$ cat config.mk
export PLATFORM = sky130hd
export DESIGN_NAME = ratio_divider
export DESIGN_NICKNAME = d
export VERILOG_FILES = /design/src/rtl/error_path_pkg.sv /design/src/rtl/ratio_divider.sv
export SDC_FILE = /design/constraint.sdc
export NUM_CORES = 1
export LEC_CHECK = 0
export ABC_CLOCK_PERIOD_IN_PS = 5150
export BUFFER_PORTS_ARGS = -buffer_cell sky130_fd_sc_hd__buf_2
export CORE_MARGIN = 2
export CORE_UTILIZATION = 35
export DETAILED_ROUTE_END_ITERATION = 7
export PLACE_DENSITY_LB_ADDON = 0.2
export SLEW_MARGIN = 20
export SYNTH_ARGS = -nofsm -noshare
export SYNTH_HDL_FRONTEND = slang
export SYNTH_SLANG_ARGS = --single-unit
$ cat constraint.sdc
create_clock -name clk -period 5.15 [get_ports clk]
set_clock_uncertainty 0.15 [all_clocks]
set_input_delay 0.7725 -clock clk [delete_from_list [all_inputs] [get_ports clk]]
set_output_delay 0.7725 -clock clk [all_outputs]
set_load 0.05 [all_outputs]
$ cat src/rtl/error_path_pkg.sv
// Shared widths, FSM encoding and Q2.24 saturation limits for the ratio divider.
package error_path_pkg;

    localparam int IN_WIDTH   = 32;
    localparam int DATA_WIDTH = 26;
    localparam int FRAC_BITS  = 24;
    localparam int OUT_WIDTH  = 32;
    localparam int CNT_WIDTH  = 5;

    localparam logic [DATA_WIDTH-1:0] Q_MAX = 26'h1FFFFFF;
    localparam logic [DATA_WIDTH-1:0] Q_MIN = 26'h2000000;

    typedef enum logic [1:0] {
        IDLE = 2'd0,
        CALC = 2'd1,
        DONE = 2'd2
    } state_t;

endpackage

$ cat src/rtl/ratio_divider.sv
// Signed diff/sum ratio in Q2.24 via a bit-serial restoring divider.
// Fixed 26-cycle latency from accept to result, including saturation and divide-by-zero.
module ratio_divider #(
    parameter int IN_WIDTH   = error_path_pkg::IN_WIDTH,
    parameter int DATA_WIDTH = error_path_pkg::DATA_WIDTH,
    parameter int FRAC_BITS  = error_path_pkg::FRAC_BITS
) (
    input  logic                  clk,
    input  logic                  rst,
    input  logic [2*IN_WIDTH-1:0] S_AXIS_in_tdata,
    input  logic                  S_AXIS_in_tvalid,
    output logic                  S_AXIS_in_tready,
    output logic [31:0]           M_AXIS_out_tdata,
    output logic                  M_AXIS_out_tvalid,
    output logic                  sat_flag,
    output logic                  div0_flag
);
    import error_path_pkg::*;

    localparam int MAG_W = IN_WIDTH + 1;
    localparam int REM_W = IN_WIDTH + 2;
    localparam int QUO_W = FRAC_BITS + 1;
    localparam logic [CNT_WIDTH-1:0] CNT_INIT = CNT_WIDTH'(FRAC_BITS);

    state_t state, state_nxt;
    logic   accept, finish;

    logic [IN_WIDTH-1:0] op_sum, op_diff;
    logic [MAG_W-1:0]    sum_ext, diff_ext, sum_mag, diff_mag;
    logic                sum_zero, too_big;

    logic [REM_W-1:0]     rem;
    logic [MAG_W-1:0]     divisor;
    logic [QUO_W-1:0]     quot;
    logic [CNT_WIDTH-1:0] cnt;
    logic                 iter_done, neg, sat_q, div0_q;

    logic                  ge;
    logic [REM_W-1:0]      rem_sub;
    logic [DATA_WIDTH-1:0] q_ext, q_signed, q_final;
    logic [31:0]           out_word;

    assign op_sum  = S_AXIS_in_tdata[2*IN_WIDTH-1:IN_WIDTH];
    assign op_diff = S_AXIS_in_tdata[IN_WIDTH-1:0];

    // One extra bit so that the magnitude of the most negative operand is exact.
    assign diff_ext = {op_diff[IN_WIDTH-1], op_diff};
    assign sum_ext  = {op_sum[IN_WIDTH-1], op_sum};
    assign diff_mag = diff_ext[MAG_W-1] ? ((~diff_ext) + MAG_W'(1)) : diff_ext;
    assign sum_mag  = sum_ext[MAG_W-1]  ? ((~sum_ext) + MAG_W'(1))  : sum_ext;
    assign sum_zero = (op_sum == '0);
    assign too_big  = ({1'b0, diff_mag} >= {sum_mag, 1'b0});

    assign ge      = (rem >= {1'b0, divisor});
    assign rem_sub = ge ? (rem - {1'b0, divisor}) : rem;

    // Two's complement of a zero magnitude is zero, so no negative zero can appear.
    assign q_ext    = {{(DATA_WIDTH-QUO_W){1'b0}}, quot};
    assign q_signed = neg ? ((~q_ext) + DATA_WIDTH'(1)) : q_ext;
    assign q_final  = sat_q ? (neg ? Q_MIN : Q_MAX) : q_signed;
    assign out_word = {{(32-DATA_WIDTH){q_final[DATA_WIDTH-1]}}, q_final};

    always_ff @(posedge clk) begin
        // NOTE: sequential state uses non-blocking assignments so every register
        // samples pre-edge values regardless of process ordering.
        if (!rst) state <= IDLE;
        else      state <= state_nxt;
    end

    always_comb begin
        // NOTE: every output of this block gets a default first; a path that
        // skipped an assignment would infer a latch.
        state_nxt        = state;
        accept           = 1'b0;
        finish           = 1'b0;
        S_AXIS_in_tready = 1'b0;
        case (state)
            IDLE: begin
                S_AXIS_in_tready = rst;
                if (S_AXIS_in_tvalid && rst) begin
                    accept    = 1'b1;
                    state_nxt = CALC;
                end
            end
            CALC: begin
                if (iter_done) begin
                    finish    = 1'b1;
                    state_nxt = DONE;
                end
            end
            DONE:    state_nxt = IDLE;
            default: state_nxt = IDLE;
        endcase
    end

    always_ff @(posedge clk) begin
        // NOTE: the datapath registers are reset too, so an aborted division
        // leaves nothing behind that a later result could pick up.
        if (!rst) begin
            rem               <= '0;
            divisor           <= '0;
            quot              <= '0;
            cnt               <= '0;
            iter_done         <= 1'b0;
            neg               <= 1'b0;
            sat_q             <= 1'b0;
            div0_q            <= 1'b0;
            M_AXIS_out_tdata  <= '0;
            M_AXIS_out_tvalid <= 1'b0;
            sat_flag          <= 1'b0;
            div0_flag         <= 1'b0;
        end else begin
            M_AXIS_out_tvalid <= finish;
            if (accept) begin
                rem       <= {1'b0, diff_mag};
                divisor   <= sum_mag;
                quot      <= '0;
                cnt       <= CNT_INIT;
                iter_done <= 1'b0;
                neg       <= op_diff[IN_WIDTH-1] ^ op_sum[IN_WIDTH-1];
                sat_q     <= sum_zero | too_big;
                div0_q    <= sum_zero;
            end else if (state == CALC && !iter_done) begin
                // Iterations still run when saturating, keeping latency constant.
                quot <= {quot[QUO_W-2:0], ge};
                rem  <= {rem_sub[REM_W-2:0], 1'b0};
                if (cnt == '0) iter_done <= 1'b1;
                else           cnt       <= cnt - CNT_WIDTH'(1);
            end
            if (finish) begin
                M_AXIS_out_tdata <= out_word;
                sat_flag         <= sat_q;
                div0_flag        <= div0_q;
            end
        end
    end

endmodule
---- Yosys cells after proc, flatten, opt, wreduce, memory -nomap -nowiden ----
Cells that the tools add are included.
W data, S select, Z words.
storage, ports and cells
  register bits ........................... 132
  input bits .............................. 67
  output and inout bits ................... 36
operators by class
  add/subtract/negate cells ............... 5
  magnitude comparators ................... 2
  eq/ne operators ......................... 4
  muxes and demuxes ....................... 19
  bitwise logic cells ..................... 7
  reduce and logical (&&, ||, !) cells .... 12
operators by type and width
  operator                 number
  $mux W33                 5
  $mux W26                 3
  $add A33 B1 Y33 const B  2
  $not A33 Y33             2
  $ge A33 B34 Y1           1
  $ge A34 B33 Y1           1
  $sub A33 B33 Y33         1
  $logic_not A32 Y1        1
  $add A26 B1 Y26 const B  1
  $not A25 Y26             1
  $mux W5                  3
  $reduce_and A2 Y1        4
  $ne A2 B2 Y1 const B     3
  $logic_not A5 Y1         1
  $mux W1                  5
  $sub A5 B1 Y5 const B    1
  $mux W2                  2
  $pmux W2 S2              1
  $eq A2 B1 Y1 const B     1
  $logic_and A1 B1 Y1      2
  $logic_not A2 Y1         1
  $not A1 Y1               2
  $reduce_bool A2 Y1       1
  $reduce_or A2 Y1         1
  other kinds (3)          3

---- Longest topological paths before layout ----
Gate-level depths: netlist (run 1).
  word-level depth ........................ 5
  depth in mapped cells ................... 16
  mapped depth without buffers ............ 15

---- Least setup slack after synthesis (run 1) ----
Ideal clock, no wire load.
  path type ............................... input port to flip-flop
  start point ............................. input S_AXIS_in_tdata[11]
  end point ............................... register sat_q
  setup time .............................. 0.062 ns
  arrival ................................. 4.028 ns
  setup slack ............................. 0.909 ns
  stages .................................. 14
  path buffers ............................ 0
  cells stage by stage .................... or4_1 or2_2 or3_1 or3_1 o41ai_1 xnor2_1 ha_1 nand4_1 nor4_1 a22o_1 o21ai_0 nand3_1 nand4_1 nand3_1
between the ends
  longest elaborated chain between the ends .. 5
ends and longest elaborated chain
  item                    line                  text
  start: declaration      ratio_divider.sv:10   input logic [2*IN_WIDTH-1:0] S_AXIS_in_tdata,
  $not A33 Y33            ratio_divider.sv:49   assign diff_mag = diff_ext[MAG_W-1] ? ((~diff_ext) + MAG_W'(1)) : diff_ext;
  $add A33 B1 Y33         ratio_divider.sv:49
  $mux W33 *              ratio_divider.sv:49
  $ge A33 B34 Y1 *        ratio_divider.sv:52   assign too_big = ({1'b0, diff_mag} >= {sum_mag, 1'b0});
  $or A1 B1 Y1 *          ratio_divider.sv:121  sat_q <= sum_zero | too_big;
  end signal: assignment  ratio_divider.sv:121
  end: declaration        ratio_divider.sv:36   logic iter_done, neg, sat_q, div0_q;
Every way passes the cells marked *; elsewhere a longest branch is shown, timed or not.
A chain may end at the register's enable or synchronous reset.

---- Worst setup path after layout (run 1) ----
Ends and elaborated chain as after synthesis.

==> flow_summary.ini, run 1 <==
[global_route]
grt_pass1_vias = 8497
grt_overflow = 0
grt_pass1_wl_um = 45100
grt_usage = 0.197
grt_max_degree = 77
antenna_found_initial = 0

[sta]
tightest_slew_ns = 0.887
setup_viol = 0
post-route-min-period_ns = 4.39
max_freq_mhz = 228
relSlewSlack = 0.407
final.setup.tns_ns = 0
fin_crit_sh = 0.852
drv_slew = 0
hold_violations = 0
rsz0062_at_grt = false

[pwr]
fin_total_pwr_uw = 4100
leakage_uw = 0.00440
power_density_mw_per_mm2 = 378
vdd_drop_max_v = 0.000236

[layout]
seq_area_mm2 = 0.00264
layout.nets = 1455
syn_to_final_growth_pct = 14.8
nFillCells = 2811
multi_input_area_mm2 = 0.00631
n_antenna_cell = 0
drive_gt1_frac = 0.131

[placed_design]
io_buffers = 102
dp_hpwl_um = 20000
place.gp.congestion = 0.845

[floorplanning]
die_w_um = 168
coreArea_mm2 = 0.0267
start_util = 0.354
fp.dieArea_mm2 = 0.0283
row_count = 60
pin_count = 103
fp.dieH_um = 168

[setup_path]
cp-start-kind = primary input
endpoint_kind = register
critPathMaxFanout = 5
worstPathArrival_ns = 4.61
reg2reg_depth = 14
r2r_start = rem[0]$_SDFFE_PN0P_
worstPathRequired_ns = 5.37
reg2reg_to = rem[9]$_SDFFE_PN0P_
critical_path_class = in2reg
cp_slowest_cell = or4_1
path_cells = buf_2 -> or4_1 -> or2_2 -> or3_1 -> or3_1 -> o41ai_1 -> xnor2_1 -> ha_1 -> nand4_1 -> nor4_1 -> a22o_1 -> o21ai_0 -> nand3_1 -> nand4_1 -> nand3_1
rrSetupSlack_ns = 1.27
critical-path-max-stage-delay_ns = 0.53

[synthesis]
ys_warn_count = 0
synth-edff-count = 0
yosysTopAreaCell = dfxtp_1
synth_fp_nets = 1398
ys_seq_elements = 132
avgSynthCellArea_um2 = 7.50
netlist_instances = 1261
synthesis.area_mm2 = 0.00945
synthArstFlopShare = 0
ys_types = 60
synthFlopType = dfxtp_1
yosysSeqAreaShare = 0.280
synth_area_leaders = dfxtp_1 28%, ha_1 9.1%, a21oi_1 6.6%
synth_top_area_share = 0.280

[hold_path]
hold_depth = 2
hold_end = M_AXIS_out_tdata[24]$_SDFFE_PN0P_
hold_path.class = reg2reg
worstHoldStart = M_AXIS_out_tdata[24]$_SDFFE_PN0P_

[routing]
via_per_inst = 5.41
dr.pass1.iters = 7
drc_errors = 0
ant_nets = 0
num_vias = 9045
drtIter0Drc = 585
wire_per_inst_um = 16.6
wl_um = 27700

[clock_tree]
post_cts_resized = 0
cts_tree = yes
cts_buffers = 17
hold_buffers = 0
clockBufferDepth = 2
clk_pin_slew_ns = 0.07
clk-insertion-delay-late_ns = 0.43
clock-sinks = 132
root_buffer = clkbuf_16
htree_num_levels = 4
postCtsSetupRepairBufs = 0

[job]
max_cap_violations = 0

[status]
status = complete, no violations
==> flip-flops by register name (all words and copies together), names as in the netlist, 2 cells and up <==
register and count:
rem 34, state 2, divisor 33, cnt 5, M_AXIS_out_tdata 26, quot 25
==> metrics by stage <==
step / cell area (µm²) / hold WS, ns / std cells / worst slack, ns / utilization
final: 10900 / 0.297 / 1672 / 0.762 / 0.406
after global routing: 10900 / 0.315 / 1672 / 0.479 / 0.406
after CTS: 10800 / 0.300 / 1672 / 0.799 / 0.406
after detailed placement: 10200 / 0.290 / 1640 / 0.351 / 0.382
after global placement: 10200 / 0.289 / 1640 / 0.476 / 0.382
after floorplan: 9450 / 0.270 / 1261 / 0.909 / -
==> kinds of logic after synthesis <==
| logic type | count (synthesis) | share of synthesized area |
|---|---|---|
| mux | 15 | 0.0160 |
| xor+xnor | 93 | 0.0862 |
| flops | 132 | 0.280 |
| fa+ha+maj | 70 | 0.0934 |
| other cells | 1 | 0.000397 |
| simple gates | 414 | 0.205 |
| buf+inv | 137 | 0.0572 |
| compound gates | 399 | 0.262 |
==> where the power goes <==
group / leakage (µW) / switching, µW / internal (µW)
Clock: 0.000315 / 546 / 788
Sequential: 0.00107 / 56.5 / 1090
Combinational: 0.00301 / 976 / 642
==> metal layers <==
layer	wire length, µm	track usage	vias to the layer above
met5	0	0	-
met4	253	0.0450	0
met3	912	0.0277	20
met2	12400	0.319	170
met1	14100	0.277	4219
li1	-	-	4636
==> cell usage after synthesis (4+ instances only) <==
master    instances
o211ai_1         21
nor3_1           20
o21a_1            4
nor4_1            9
xor2_1           53
inv_1            58
buf_1             9
a22oi_1          20
o31a_1            4
nor2b_1          12
or3_1             8
nor2_1           98
mux2i_1          14
a211oi_1         20
nand2b_1         13
dfxtp_1         132
a22o_1            4
and3_1            4
or4_1             9
or3_4             5
nand2_1         144
xnor2_1          40
o31ai_1          14
o41ai_1          10
buf_4             6
a21oi_1         125
nand4_1          19
a211o_1           8
o22ai_1          13
o21ai_0         100
a21o_1           23
or2_2             6
ha_1             69
clkbuf_1         61
nand3_1          54
and2_1            7
a31oi_1           8
==> worst max-delay path, delay by kind of cell <==
| family | cells | cell delay (ns) |
|---|---|---|
| and+or+nand+nor | 9 | 2.61 |
| buffers and inverters | 1 | 0.11 |
| AOI/OAI and AO/OA | 3 | 0.62 |
| xor gates and xnor gates | 1 | 0.16 |
| adders and majority gates | 1 | 0.32 |
==> cell type report <==
| class | instances | share of cell area |
|---|---|---|
| multi-input combinational | 992 | 0.581 |
| tap | 341 | 0.0393 |
| clock inverter | 15 | 0.0195 |
| clock buffer | 17 | 0.0392 |
| inverter | 58 | 0.0201 |
| sequential | 132 | 0.243 |
| timing repair buffer | 117 | 0.0574 |
==> placed cells by master (no fill, tap or decap), types with 4 or more instances in the layout <==
cell	count
a211o_1	8
a211oi_1	20
a21o_1	23
a21oi_1	125
a22o_1	4
a22oi_1	20
a31oi_1	8
and2_1	7
and3_1	4
buf_2	102
buf_4	15
clkbuf_16	17
dfxtp_1	132
ha_1	69
inv_1	57
inv_6	4
inv_8	5
mux2i_1	14
nand2_1	143
nand2b_1	13
nand3_1	54
nand4_1	19
nor2_1	97
nor2b_1	11
nor3_1	20
nor4_1	9
o211ai_1	21
o21a_1	4
o21ai_0	100
o22ai_1	13
o31a_1	4
o31ai_1	14
o41ai_1	9
or2_2	6
or3_1	8
or3_4	5
or4_1	9
xnor2_1	40
xor2_1	53
==> how the worst max path moves through the flow <==
stage	startpoint	end	slack, ns	cells past startpoint
2_1_floorplan	S_AXIS_in_tdata[11]	sat_q$_SDFFE_PN0P_	0.91	14
3_3_place_gp	S_AXIS_in_tdata[11]	sat_q$_SDFFE_PN0P_	0.48	16
3_5_place_dp	S_AXIS_in_tdata[11]	sat_q$_SDFFE_PN0P_	0.35	15
4_1_cts	S_AXIS_in_tdata[11]	sat_q$_SDFFE_PN0P_	0.80	15
5_1_grt	S_AXIS_in_tdata[3]	sat_q$_SDFFE_PN0P_	0.48	15
6_report	S_AXIS_in_tdata[11]	sat_q$_SDFFE_PN0P_	0.76	15
Note: power is estimated with default switching activity, not from simulation.
==> run 2, diff against run 1 <==
--- a/config.mk
+++ b/config.mk
@@ -7,6 +7,8 @@
 export LEC_CHECK = 0
 export ABC_CLOCK_PERIOD_IN_PS = 5150
 export BUFFER_PORTS_ARGS = -buffer_cell sky130_fd_sc_hd__buf_2
+export CELL_PAD_IN_SITES_DETAIL_PLACEMENT = 1
+export CELL_PAD_IN_SITES_GLOBAL_PLACEMENT = 2
 export CORE_MARGIN = 2
 export CORE_UTILIZATION = 35
 export DETAILED_ROUTE_END_ITERATION = 7
==> run 2 against run 1 <==
Net effect:
- clock-buffer cell count up 3
- total power down 2.4%
- critical path type unchanged
- sequential share of layout area up 0.14 points
- critical endpoint unchanged
==> flow_summary.ini, run 2 (synthesis gave the netlist of run 1 again) <==
[floorplanning]
fp.dieArea_mm2 = 0.0283
start_util = 0.354
fp.dieH_um = 168
die_w_um = 168
pin_count = 103
row_count = 60
coreArea_mm2 = 0.0267

[layout]
multi_input_area_mm2 = 0.00630
layout_commonest_cell = nand2_1
largest_reg_flops = 34
drive_gt1_frac = 0.130
nFillCells = 3358
syn_to_final_growth_pct = 14.2
layout.nets = 1457
layout_common_cells = 143 x nand2_1, 132 x dfxtp_1, 125 x a21oi_1
n_antenna_cell = 0
seq_area_mm2 = 0.00264
reg_top3 = rem x34, divisor x33, M_AXIS_out_tdata x26
finish.utilization = 0.404
regMostFlops = rem

[pwr]
vdd_drop_max_v = 0.000230
leakage_uw = 0.00436
power_density_mw_per_mm2 = 371

[global_route]
antenna_found_initial = 0
grt_usage = 0.221
grt_overflow = 0
grt_max_degree = 57
grt_pass1_vias = 9223
grt_pass1_wl_um = 50400

[setup_path]
critPathMaxFanout = 5
reg2reg_depth = 14
endpoint_kind = register
r2r_start = rem[0]$_SDFFE_PN0P_
critical_path_class = in2reg
rrSetupSlack_ns = 1.37
worstPathArrival_ns = 4.65
reg2reg_to = rem[9]$_SDFFE_PN0P_
worstPathRequired_ns = 5.36
cp-start-kind = primary input
endpoint = sat_q$_SDFFE_PN0P_
crit_start = S_AXIS_in_tdata[3]

[clock_tree]
postCtsSetupRepairBufs = 0
clock-sinks = 132
cts_tree = yes
hold_buffers = 0
post_cts_resized = 0
htree_num_levels = 4
root_buffer = clkbuf_16
clk_pin_slew_ns = 0.06
cts_buffers = 17
clockBufferDepth = 2
clk-insertion-delay-late_ns = 0.43

[sta]
drv_slew = 0
tightest_slew_ns = 0.856
setup_viol = 0
fin_crit_sh = 0.862
relSlewSlack = 0.428
hold_violations = 0
final.setup.tns_ns = 0
rsz0062_at_grt = false
post-route-min-period_ns = 4.44
post-route-worst-setup-slack_ns = 0.709
max_freq_mhz = 225

[status]
status = complete, no violations

[hold_path]
hold_depth = 2
hold_path.class = reg2reg

[routing]
via_per_inst = 5.55
wire_per_inst_um = 18.3
num_vias = 9287
dr.pass1.iters = 5
wl_um = 30700
ant_nets = 0
drc_errors = 0
drtIter0Drc = 502

[placed_design]
dp_hpwl_um = 22800
io_buffers = 102
place_ws_ns = 0.276
place.gp.congestion = 0.842

[job]
max_cap_violations = 0
-- run 2: changes by cell type in the layout (fill, tap and decap cells not counted), sizes merged --
cell and delta:
buf +2, inv -4, clkinv +1, bufinv -2, clkbuf +3, clkinvlp +2
-- run 2: how the worst min path moves through the flow --
stage	endpoint	slack [ns]	startpoint
3_3_place_gp	M_AXIS_out_tdata[1]$_SDFFE_PN0P_	0.29	M_AXIS_out_tdata[1]$_SDFFE_PN0P_
5_1_grt	M_AXIS_out_tdata[10]$_SDFFE_PN0P_	0.32	M_AXIS_out_tdata[10]$_SDFFE_PN0P_
4_1_cts	divisor[32]$_SDFFE_PN0P_	0.30	divisor[32]$_SDFFE_PN0P_
3_5_place_dp	divisor[32]$_SDFFE_PN0P_	0.29	divisor[32]$_SDFFE_PN0P_
6_report	divisor[32]$_SDFFE_PN0P_	0.30	divisor[32]$_SDFFE_PN0P_
2_1_floorplan	divisor[32]$_SDFFE_PN0P_	0.27	divisor[32]$_SDFFE_PN0P_
-- run 2: area by class of cell --
class	count	area share
inverters	58	0.0202
well taps	341	0.0395
repair buffers	119	0.0591
clock inverters	12	0.0111
flip-flops and latches	132	0.245
clock buffers	20	0.0414
multi-input cells	992	0.584
-- run 2: critical path, stage by stage --
cell and delay (ns):
buf_2 0.13, nor4_1 0.56, nand3_1 0.28, or3_1 0.45
or3_1 0.45, o41ai_1 0.36, xnor2_1 0.17, ha_1 0.33
nand4_1 0.13, nor4_1 0.42, a22o_1 0.20, o21ai_0 0.08
nand3_1 0.10, nand4_1 0.10, nand3_1 0.11
-- run 2: stage by stage --
stage               hold WS (ns)  area [µm²]  power [µW]  cells
finish                     0.298       10800        4000   1674
global route               0.322       10800        4280   1674
detailed placement         0.292       10200        2810   1642
global placement           0.288       10200        2790   1642
CTS                        0.300       10800        4030   1674
floorplan                  0.270        9450        2370   1261
-- run 2: power breakdown --
part / switching (µW) / internal (µW)
Sequential: 57.8 / 1090
Clock: 516 / 686
Combinational: 1000 / 645
-- run 2: routing by layer --
layer | share of wire | global-route usage
met1 | 0.51 | 0.318
met5 | 0 | 0
met2 | 0.45 | 0.356
met3 | 0.034 | 0.0259
met4 | 0.0088 | 0.0480
